## config.mk

```make
export PLATFORM = sky130hd
export DESIGN_NAME = lcd_text_sequencer
export DESIGN_NICKNAME = d
export VERILOG_FILES = /design/src/rtl/lcd_text_sequencer.sv
export SDC_FILE = /design/constraint.sdc
export NUM_CORES = 1
export LEC_CHECK = 0
export BUFFER_PORTS_ARGS = -buffer_cell sky130_fd_sc_hd__buf_2
export CAP_MARGIN = 10
export CORE_UTILIZATION = 30
export CTS_CLUSTER_DIAMETER = 60
export DETAILED_ROUTE_END_ITERATION = 7
export GPL_ROUTABILITY_DRIVEN = 0
export GPL_TIMING_DRIVEN = 0
export MAX_ROUTING_LAYER = met4
export PLACE_DENSITY = 0.53
export SYNTH_ARGS = -nofsm -noshare
export SYNTH_HDL_FRONTEND = slang
export SYNTH_SLANG_ARGS = --single-unit
export TNS_END_PERCENT = 50
```

## constraint.sdc

```tcl
create_clock -name clk -period 2.9 [get_ports clk]
set_clock_uncertainty 0.05 [all_clocks]
set_input_delay 0.145 -clock clk [delete_from_list [all_inputs] [get_ports clk]]
set_output_delay 0.145 -clock clk [all_outputs]
set_load 0.1 [all_outputs]
```

## src/rtl/lcd_text_sequencer.sv

```systemverilog
// Redraws a character LCD: clear, then per line a DDRAM address command followed by that line's characters.
// Optional macro LCD_SEQ_AUTO_REFRESH_EN: a change of exercise_id seen in IDLE also starts a redraw.
module lcd_text_sequencer #(
   parameter int CHARS_PER_LINE = 16,
   parameter int NUM_LINES      = 2,
   parameter int PACE_CYCLES    = 8_000_000,
   parameter int ID_W           = 4,
   localparam int ADDR_W = (CHARS_PER_LINE * NUM_LINES > 1) ? $clog2(CHARS_PER_LINE * NUM_LINES) : 1
) (
   input  logic              clk,
   input  logic              rst,
   input  logic [ID_W-1:0]   exercise_id,
   input  logic              start,
   output logic [ID_W-1:0]   rom_id,
   output logic [ADDR_W-1:0] rom_addr,
   input  logic [7:0]        rom_char,
   output logic [7:0]        drv_data,
   output logic              drv_rs,
   output logic              drv_valid,
   input  logic              drv_ready,
   output logic              busy,
   output logic              done
);

   localparam int COL_W  = (CHARS_PER_LINE > 1) ? $clog2(CHARS_PER_LINE) : 1;
   localparam int LINE_W = (NUM_LINES > 1) ? $clog2(NUM_LINES) : 1;
   localparam int PACE_W = (PACE_CYCLES > 0) ? $clog2(PACE_CYCLES + 1) : 1;

   localparam logic [COL_W-1:0]  COL_LAST  = COL_W'(CHARS_PER_LINE - 1);
   localparam logic [LINE_W-1:0] LINE_LAST = LINE_W'(NUM_LINES - 1);
   localparam logic [PACE_W-1:0] PACE_LOAD = (PACE_CYCLES > 0) ? PACE_W'(PACE_CYCLES - 1) : '0;

   localparam logic [2:0] IDLE  = 3'd0;
   localparam logic [2:0] CLEAR = 3'd1;
   localparam logic [2:0] LADDR = 3'd2;
   localparam logic [2:0] CHAR  = 3'd3;
   localparam logic [2:0] PACE  = 3'd4;
   localparam logic [2:0] FIN   = 3'd5;

   logic [2:0]        state;
   logic [2:0]        ret_state;
   logic [2:0]        beat_next;
   logic [COL_W-1:0]  col;
   logic [LINE_W-1:0] line;
   logic [PACE_W-1:0] pace_cnt;
   logic              launch;
   logic              accept;
   logic              last_beat;

   // HD44780-style DDRAM base of each line: lines 2/3 continue lines 0/1 after the visible width
   function automatic logic [7:0] line_base(input logic [LINE_W-1:0] l);
      logic [7:0] b;
      b = l[0] ? 8'h40 : 8'h00;
      if (32'(l) >= 32'd2) b = b + 8'(CHARS_PER_LINE);
      return b;
   endfunction

   function automatic logic [7:0] pad_char(input logic [7:0] c);
      return (c == 8'h00) ? 8'h20 : c;
   endfunction

`ifdef LCD_SEQ_AUTO_REFRESH_EN
   logic [ID_W-1:0] last_id;

   assign launch = (state == IDLE) && (start || (exercise_id != last_id));

   always_ff @(posedge clk) begin
      if (rst)         last_id <= '0;
      else if (launch) last_id <= exercise_id;
   end
`else
   assign launch = (state == IDLE) && start;
`endif

   assign drv_valid = (state == CLEAR) || (state == LADDR) || (state == CHAR);
   assign accept    = drv_valid && drv_ready;
   assign busy      = (state != IDLE);
   assign done      = (state == FIN);

   always_comb begin
      drv_data = 8'h00;
      drv_rs   = 1'b0;
      case (state)
         CLEAR: drv_data = 8'h01;
         LADDR: drv_data = 8'h80 | line_base(line);
         CHAR: begin
            drv_data = pad_char(rom_char);
            drv_rs   = 1'b1;
         end
         default: ;
      endcase
   end

   always_comb begin
      beat_next = CHAR;
      last_beat = 1'b0;
      case (state)
         CLEAR: beat_next = LADDR;
         LADDR: beat_next = CHAR;
         CHAR: begin
            if (col == COL_LAST) begin
               if (line == LINE_LAST) last_beat = 1'b1;
               else                   beat_next = LADDR;
            end
         end
         default: ;
      endcase
   end

   // rom_addr advances with every character so the ROM output is already settled when CHAR is offered
   always_ff @(posedge clk) begin
      if (rst) begin
         state     <= IDLE;
         ret_state <= IDLE;
         col       <= '0;
         line      <= '0;
         pace_cnt  <= '0;
         rom_addr  <= '0;
         rom_id    <= '0;
      end else begin
         case (state)
            IDLE: begin
               if (launch) begin
                  rom_id   <= exercise_id;
                  col      <= '0;
                  line     <= '0;
                  rom_addr <= '0;
                  state    <= CLEAR;
               end
            end
            CLEAR, LADDR, CHAR: begin
               if (accept) begin
                  if (state == CHAR) begin
                     if (col == COL_LAST) begin
                        col  <= '0;
                        line <= line + LINE_W'(1);
                     end else begin
                        col <= col + COL_W'(1);
                     end
                     if (!last_beat) rom_addr <= rom_addr + ADDR_W'(1);
                  end
                  if (last_beat) begin
                     state <= FIN;
                  end else if (PACE_CYCLES == 0) begin
                     state <= beat_next;
                  end else begin
                     state     <= PACE;
                     ret_state <= beat_next;
                     pace_cnt  <= PACE_LOAD;
                  end
               end
            end
            PACE: begin
               if (pace_cnt == '0) state <= ret_state;
               else                pace_cnt <= pace_cnt - PACE_W'(1);
            end
            FIN:     state <= IDLE;
            default: state <= IDLE;
         endcase
      end
   end

endmodule

```

==> impl_metrics.env, run 1 <==
export IMPL_outcome="complete, no violations"
export IMPL_worst_slew_pin_slew_ns=0.845
export IMPL_ir_worst_vdd_v=0.000332
export IMPL_async_flop_share_pct=0
export IMPL_ant_nets=0
export IMPL_hpwl_um=4090
export IMPL_yosysWarnings=0
export IMPL_gr_usage_met2_pct=25.2
export IMPL_r2r_start="pace_cnt[6]$_SDFFE_PP0P_"
export IMPL_yosys_most_used_dff="dfxtp_1"
export IMPL_grt_use_met3_pct=3.49
export IMPL_synth_area_top_cells="dfxtp_1, nor2_1, a21oi_1"
export IMPL_fin_nets=327
export IMPL_cts_htree_levels=2
export IMPL_finalSetupViolations=0
export IMPL_sequentialPowerShare_pct=33.7
export IMPL_worst_r2r_cell_count=6
export IMPL_antenna_found_initial=0
export IMPL_place_ws_ns=0.0321
export IMPL_num_rows=30
export IMPL_placedCellCount=397
export IMPL_synthMostInstantiatedCell="dfxtp_1"
export IMPL_powerDensity_nw_per_um2=891
export IMPL_portBuffers=35
export IMPL_drt_iter0_drc=139
export IMPL_crit_path_end_kind="flop"
export IMPL_leakagePower_uw=0.00102
export IMPL_holdWs_ns=0.0189
export IMPL_dieArea_sq_um=7690
export IMPL_min_from="exercise_id[2]"
export IMPL_clk_pin_slew_ns=0.09
export IMPL_grt_pass1_vias=2036
export IMPL_gr_total_overflow=0
export IMPL_final_fill_count=749
export IMPL_synth_area_sq_um=2200
export IMPL_routed_wl_um=5660
export IMPL_slew_violations=0
export IMPL_p_comb_share_pct=48.9
export IMPL_cts_sinks=42
export IMPL_p_sw_uw=1110
export IMPL_drive_gt1_share_pct=18.4
export IMPL_pwr_share_clk_pct=17.4
export IMPL_drc=0
export IMPL_postLayoutSetupSlackWorst_ns=0.355
export IMPL_syn_avg_cell_area_sq_um=8.28
export IMPL_cts_buffers_inserted=5
export IMPL_grt_max_degree=16
export IMPL_layoutNonFillerInstCount=405
export IMPL_rsz0062_at_grt="false"
export IMPL_worst_setup_path_type="flop to flop"
export IMPL_routedWlPerCell_um=14.0
export IMPL_root_buffer="clkbuf_8"
export IMPL_cp_max_fo=10
export IMPL_clockBufferDepth=2
export IMPL_syn2layout_area_growth_pct=18.4
export IMPL_max_cap_violations=0
export IMPL_synth_top_area_share_pct=38.2
export IMPL_fp_dieW_um=87.7
export IMPL_required_ns=3.06
export IMPL_synth_seq_cells=42
export IMPL_first_pass_iters=4
export IMPL_syn_num_nets=285
export IMPL_die_y_um=87.7
export IMPL_slew_headroom_pct=43.7
export IMPL_power_internal_uw=1210
export IMPL_coreArea_sq_um=6940
export IMPL_grt_use_met1_pct=20.6
export IMPL_synthDistinctLibCells=45
export IMPL_placed_cell_area_sq_um=2500
export IMPL_final_period_utilization_pct=87.8
export IMPL_final_cell_area_sq_um=2610
export IMPL_ioPinCount=37
export IMPL_switching_share_pct=47.8
export IMPL_grt_usage_pct=16.2
export IMPL_cp_startpoint="pace_cnt[6]$_SDFFE_PP0P_"
export IMPL_cts_tree="yes"
export IMPL_grt_pass1_wl_um=9510
export IMPL_synth_cells=266
export IMPL_clock_fmax_mhz=393
export IMPL_grt_most_used_layer="met2"
export IMPL_ys_seq_area_share_pct=38.2
export IMPL_worstSetupStartpointType="flop"
export IMPL_hold_violations=0
export IMPL_hold_depth=3
export IMPL_arrival_ns=2.71
export IMPL_period_needed_ns=2.55
export IMPL_start_util_pct=31.7
export IMPL_ys_top_cells_by_count="dfxtp_1, nor2_1, a21oi_1, clkbuf_1, nand2_1"
export IMPL_vias=2122
export IMPL_clk_latency_ns=0.30
export IMPL_synth_edf_count=0
export IMPL_n_antenna_cell=0
export IMPL_yosysTopAreaCell="dfxtp_1"
export IMPL_final_util_pct=37.6
export IMPL_vias_per_cell=5.24
export IMPL_hold_class="input pin to flop"
[registers in the layout, summed over array words and instances (netlist names)]
signal / count
rom_id: 4
rom_addr: 5
state: 3
col: 4
ret_state: 2
pace_cnt: 23
line: 1
[worst max-delay path, stage by stage (launching register included)]
cell and delay (ns):
dfxtp_1 0.37, nor4_1 0.54, nand3_1 0.22, o21ai_1 0.40
clkbuf_1 0.50, a21oi_1 0.13, a311oi_1 0.25
[power groups by stage]
stage | Combinational (uW) | Sequential (uW) | Clock [uW]
floorplan | 829 | 850 | 0
global placement | 1110 | 789 | 0
detailed placement | 1120 | 791 | 0
CTS | 1130 | 779 | 415
global route | 1250 | 800 | 442
finish | 1140 | 784 | 404
[final timing paths]
check | end | slack, ns
worst max-delay path | state[0]$_SDFFE_PP0P_ | 0.35
worst min-delay path | rom_id[2]$_SDFFE_PP0P_ | 0.02
worst max register to register | state[0]$_SDFFE_PP0P_ | 0.35
worst min register to register | ret_state[1]$_SDFFE_PP0P_ | 0.43
[metrics by stage]
step	power, uW	TNS (ns)
2_1_floorplan	1680	-0.155
3_3_place_gp	1900	0
3_5_place_dp	1910	0
4_1_cts	2320	0
5_1_grt	2490	0
6_report	2320	0
[area by class of cell]
class | count | area (sq um) | area share [%]
multi-input cells | 205 | 1310 | 50.1
clock buffers | 5 | 68.8 | 2.64
repair buffers | 35 | 175 | 6.71
plain buffers | 13 | 48.8 | 1.87
flip-flops and latches | 42 | 841 | 32.2
inverters | 6 | 22.5 | 0.863
well taps | 96 | 120 | 4.60
clock inverters | 3 | 25.0 | 0.959
[routing by layer]
metal / part of all wire, % / vias to the layer above
met5: 0 / -
li1: - / 1082
met2: 45 / 28
met1: 51 / 1005
met4: 1.3 / 0
met3: 2.8 / 7
[placed cells by master (no fill, tap or decap), types with 8 or more instances in the layout]
master	netlist	layout
nor4_1	9	8
buf_2	0	35
or4_1	9	9
nand3_1	11	11
clkbuf_1	13	13
o21ai_0	11	10
nor2_1	27	27
nor3_1	12	11
a21oi_1	18	18
nand2_1	13	13
dfxtp_1	42	42
[cells by family (layout without fill, tap and decap cells)]
group / after synthesis / in the layout / synth area share, %
and+or+nand+nor: 122 / 122 / 31.3
buffers and inverters: 19 / 62 / 3.24
xor gates and xnor gates: 6 / 6 / 2.38
adders and majority gates: 3 / 3 / 1.70
muxes: 7 / 7 / 3.18
AOI/OAI and AO/OA: 67 / 67 / 20.0
DFF: 42 / 42 / 38.2
[what timing repair did]
item	CTS	global route
setup endpoints to repair	1	8
setup buffers	0	0
resized for setup	1	3
hold buffers	0	0
Note: power is estimated with default switching activity, not from simulation.
==> inputs of run 2 (changes only) <==
Settings changed: CORE_UTILIZATION 30 to 50, PLACE_DENSITY 0.53 to 0.77.
Clock period 2.9 ns to 2.7 ns, I/O delays scaled along.
==> run 2 against run 1 <==
  * Sequential cell count stayed put
  * Clock power is 5.7% higher
  * Register-to-register slack got worse by 0.18 ns
  * Sequential power grew 7.7%
  * Die area decreased by 39%
  * Via count rose by 3.6%
  * Power up 7.8%
  * Maximum frequency increased by 0.65%
  * Design area is 1.6% lower
  * Utilization is 25 points higher
  * Largest cell class unchanged
  * Combinational power up 8%
==> impl_metrics.env, run 2 (synthesis gave the netlist of run 1 again) <==
export IMPL_clk_pin_slew_ns=0.08
export IMPL_sequentialPowerShare_pct=33.7
export IMPL_p_total_uw=2510
export IMPL_clock_fmax_mhz=395
export IMPL_coreArea_sq_um=4120
export IMPL_ioPinCount=37
export IMPL_cts_buffers_inserted=5
export IMPL_rsz0062_at_grt="false"
export IMPL_arrival_ns=2.71
export IMPL_worst_path_most_repeated_cell="or4_4"
export IMPL_dr_wl_met2_um=2450
export IMPL_timing_critical_path_buf_inv=0
export IMPL_cts_htree_levels=2
export IMPL_start_util_pct=53.5
export IMPL_critPathMaxStageDelay_ns=0.60
export IMPL_hold_violations=0
export IMPL_ant_nets=0
export IMPL_max_cap_violations=0
export IMPL_power_internal_uw=1330
export IMPL_grt_pass1_vias=1849
export IMPL_switching_share_pct=46.9
export IMPL_finalSetupViolations=0
export IMPL_p_sw_uw=1180
export IMPL_p_comb_share_pct=49.3
export IMPL_layout_commonest_cell="dfxtp_1"
export IMPL_hold_class="input pin to flop"
export IMPL_largest_register="pace_cnt"
export IMPL_met3_length_um=265
export IMPL_worstSetupStartpointType="flop"
export IMPL_root_buffer="clkbuf_8"
export IMPL_slew_violations=0
export IMPL_worst_setup_path_type="flop to flop"
export IMPL_crit_slowest_cell="or4_4"
export IMPL_portBuffers=35
export IMPL_worstPathCellList="or4_4 -> or4_4 -> or4_1 -> or3_1 -> a31oi_1"
export IMPL_highest_layer="met4"
export IMPL_grt_usage_pct=24.4
export IMPL_n_antenna_cell=0
export IMPL_place_ws_ns=-0.0491
export IMPL_gr_total_overflow=0
export IMPL_cts_sinks=42
export IMPL_fin_nets=327
export IMPL_hold_depth=3
export IMPL_num_rows=23
export IMPL_grt_pass1_wl_um=8170
export IMPL_layoutNonFillerInstCount=359
export IMPL_first_pass_iters=5
export IMPL_cp_max_fo=6
export IMPL_required_ns=2.88
export IMPL_placedCellCount=351
export IMPL_largest_reg_flops=23
export IMPL_crit_family="simple AND/OR/NAND/NOR gates"
export IMPL_powerDensity_nw_per_um2=976
export IMPL_crit_cells=5
export IMPL_vias=2198
export IMPL_crit_path_end_kind="flop"
export IMPL_worst_slew_pin_slew_ns=0.884
export IMPL_antenna_found_initial=0
export IMPL_hold_buffers=0
export IMPL_cts_tree="yes"
export IMPL_grt_max_degree=14
export IMPL_final_period_utilization_pct=93.7
export IMPL_clockBufferDepth=2
export IMPL_placed_cell_area_sq_um=2440
export IMPL_fp_dieW_um=68.4
export IMPL_drc=0
export IMPL_ir_worst_vdd_v=0.000482
export IMPL_final_cell_area_sq_um=2570
export IMPL_period_needed_ns=2.53
export IMPL_routedWlPerCell_um=14.6
export IMPL_worst_r2r_cell_count=5
export IMPL_top_regs="pace_cnt: 23 flops, rom_addr: 5 flops"
export IMPL_routed_wl_um=5260
export IMPL_hpwl_um=3710
export IMPL_drive_gt1_share_pct=19.4
export IMPL_vias_per_cell=6.12
export IMPL_postLayoutSetupSlackWorst_ns=0.171
export IMPL_drt_iter0_drc=106
export IMPL_syn2layout_area_growth_pct=16.5
export IMPL_pwr_share_clk_pct=17.0
export IMPL_slew_headroom_pct=41.1
export IMPL_dieArea_sq_um=4680
export IMPL_leakagePower_uw=0.00102
export IMPL_drt_met1_wl_um=2480
export IMPL_outcome="complete, no violations"
export IMPL_layout_common_cells="dfxtp_1, buf_2, nor2_1, a21oi_1, nand2_1"
export IMPL_clk_latency_ns=0.30
export IMPL_die_y_um=68.4
export IMPL_final_util_pct=62.4
run 2: cell types whose count changed in the layout (fill, tap and decap cells not counted), sizes merged:
cell	before	now
inv	6	5
clkbuf	18	19
run 2: worst paths after layout:
| kind | start | endpoint | slack, ns |
|---|---|---|---|
| worst max-delay path | pace_cnt[6]$_SDFFE_PP0P_ | pace_cnt[21]$_SDFFE_PP0P_ | 0.17 |
| worst min register to register | ret_state[1]$_SDFFE_PP0P_ | ret_state[1]$_SDFFE_PP0P_ | 0.43 |
| worst min-delay path | exercise_id[2] | rom_id[2]$_SDFFE_PP0P_ | 0.01 |
| worst max register to register | pace_cnt[6]$_SDFFE_PP0P_ | pace_cnt[21]$_SDFFE_PP0P_ | 0.17 |
run 2: through the flow:
step | hold WS [ns] | TNS [ns]
CTS | 0.00920 | 0
global route | 0.0246 | 0
finish | 0.0133 | 0
global placement | 0.318 | -0.0105
floorplan | 0.232 | -0.345
detailed placement | 0.334 | -0.0712
run 2: area by class of cell:
cell class / instances / area, sq um
Inverter: 6 / 22.5
Sequential cell: 42 / 841
Tap cell: 50 / 62.6
Buffer: 13 / 50.0
Multi-Input combinational cell: 205 / 1320
Clock inverter: 2 / 12.5
Clock buffer: 6 / 82.6
Fill cell: 384 / 1550
Timing Repair Buffer: 35 / 175
run 2: power by group through the flow:
stage / Combinational, uW / Clock (uW) / Sequential [uW]
6_report: 1230 / 427 / 844
5_1_grt: 1350 / 463 / 861
4_1_cts: 1200 / 438 / 833
3_5_place_dp: 1200 / 0 / 846
3_3_place_gp: 1170 / 0 / 843
2_1_floorplan: 891 / 0 / 912
run 2: worst min-delay path: stages:
cell,delay (ns)
buf_2,0.07
mux2i_1,0.05
nor2_1,0.07
run 2: per-layer routing:
layer | vias to the layer above | global-route usage [%]
li1 | 1089 | -
met1 | 1052 | 32.1
met2 | 49 | 35.7
met3 | 8 | 7.17
met4 | 0 | 7.55
met5 | - | -
run 2: timing repair:
action | CTS | global route
endpoints found under the setup margin | 7 | 8
gates resized for setup | 1 | 7
buffers inserted | 0 | 0
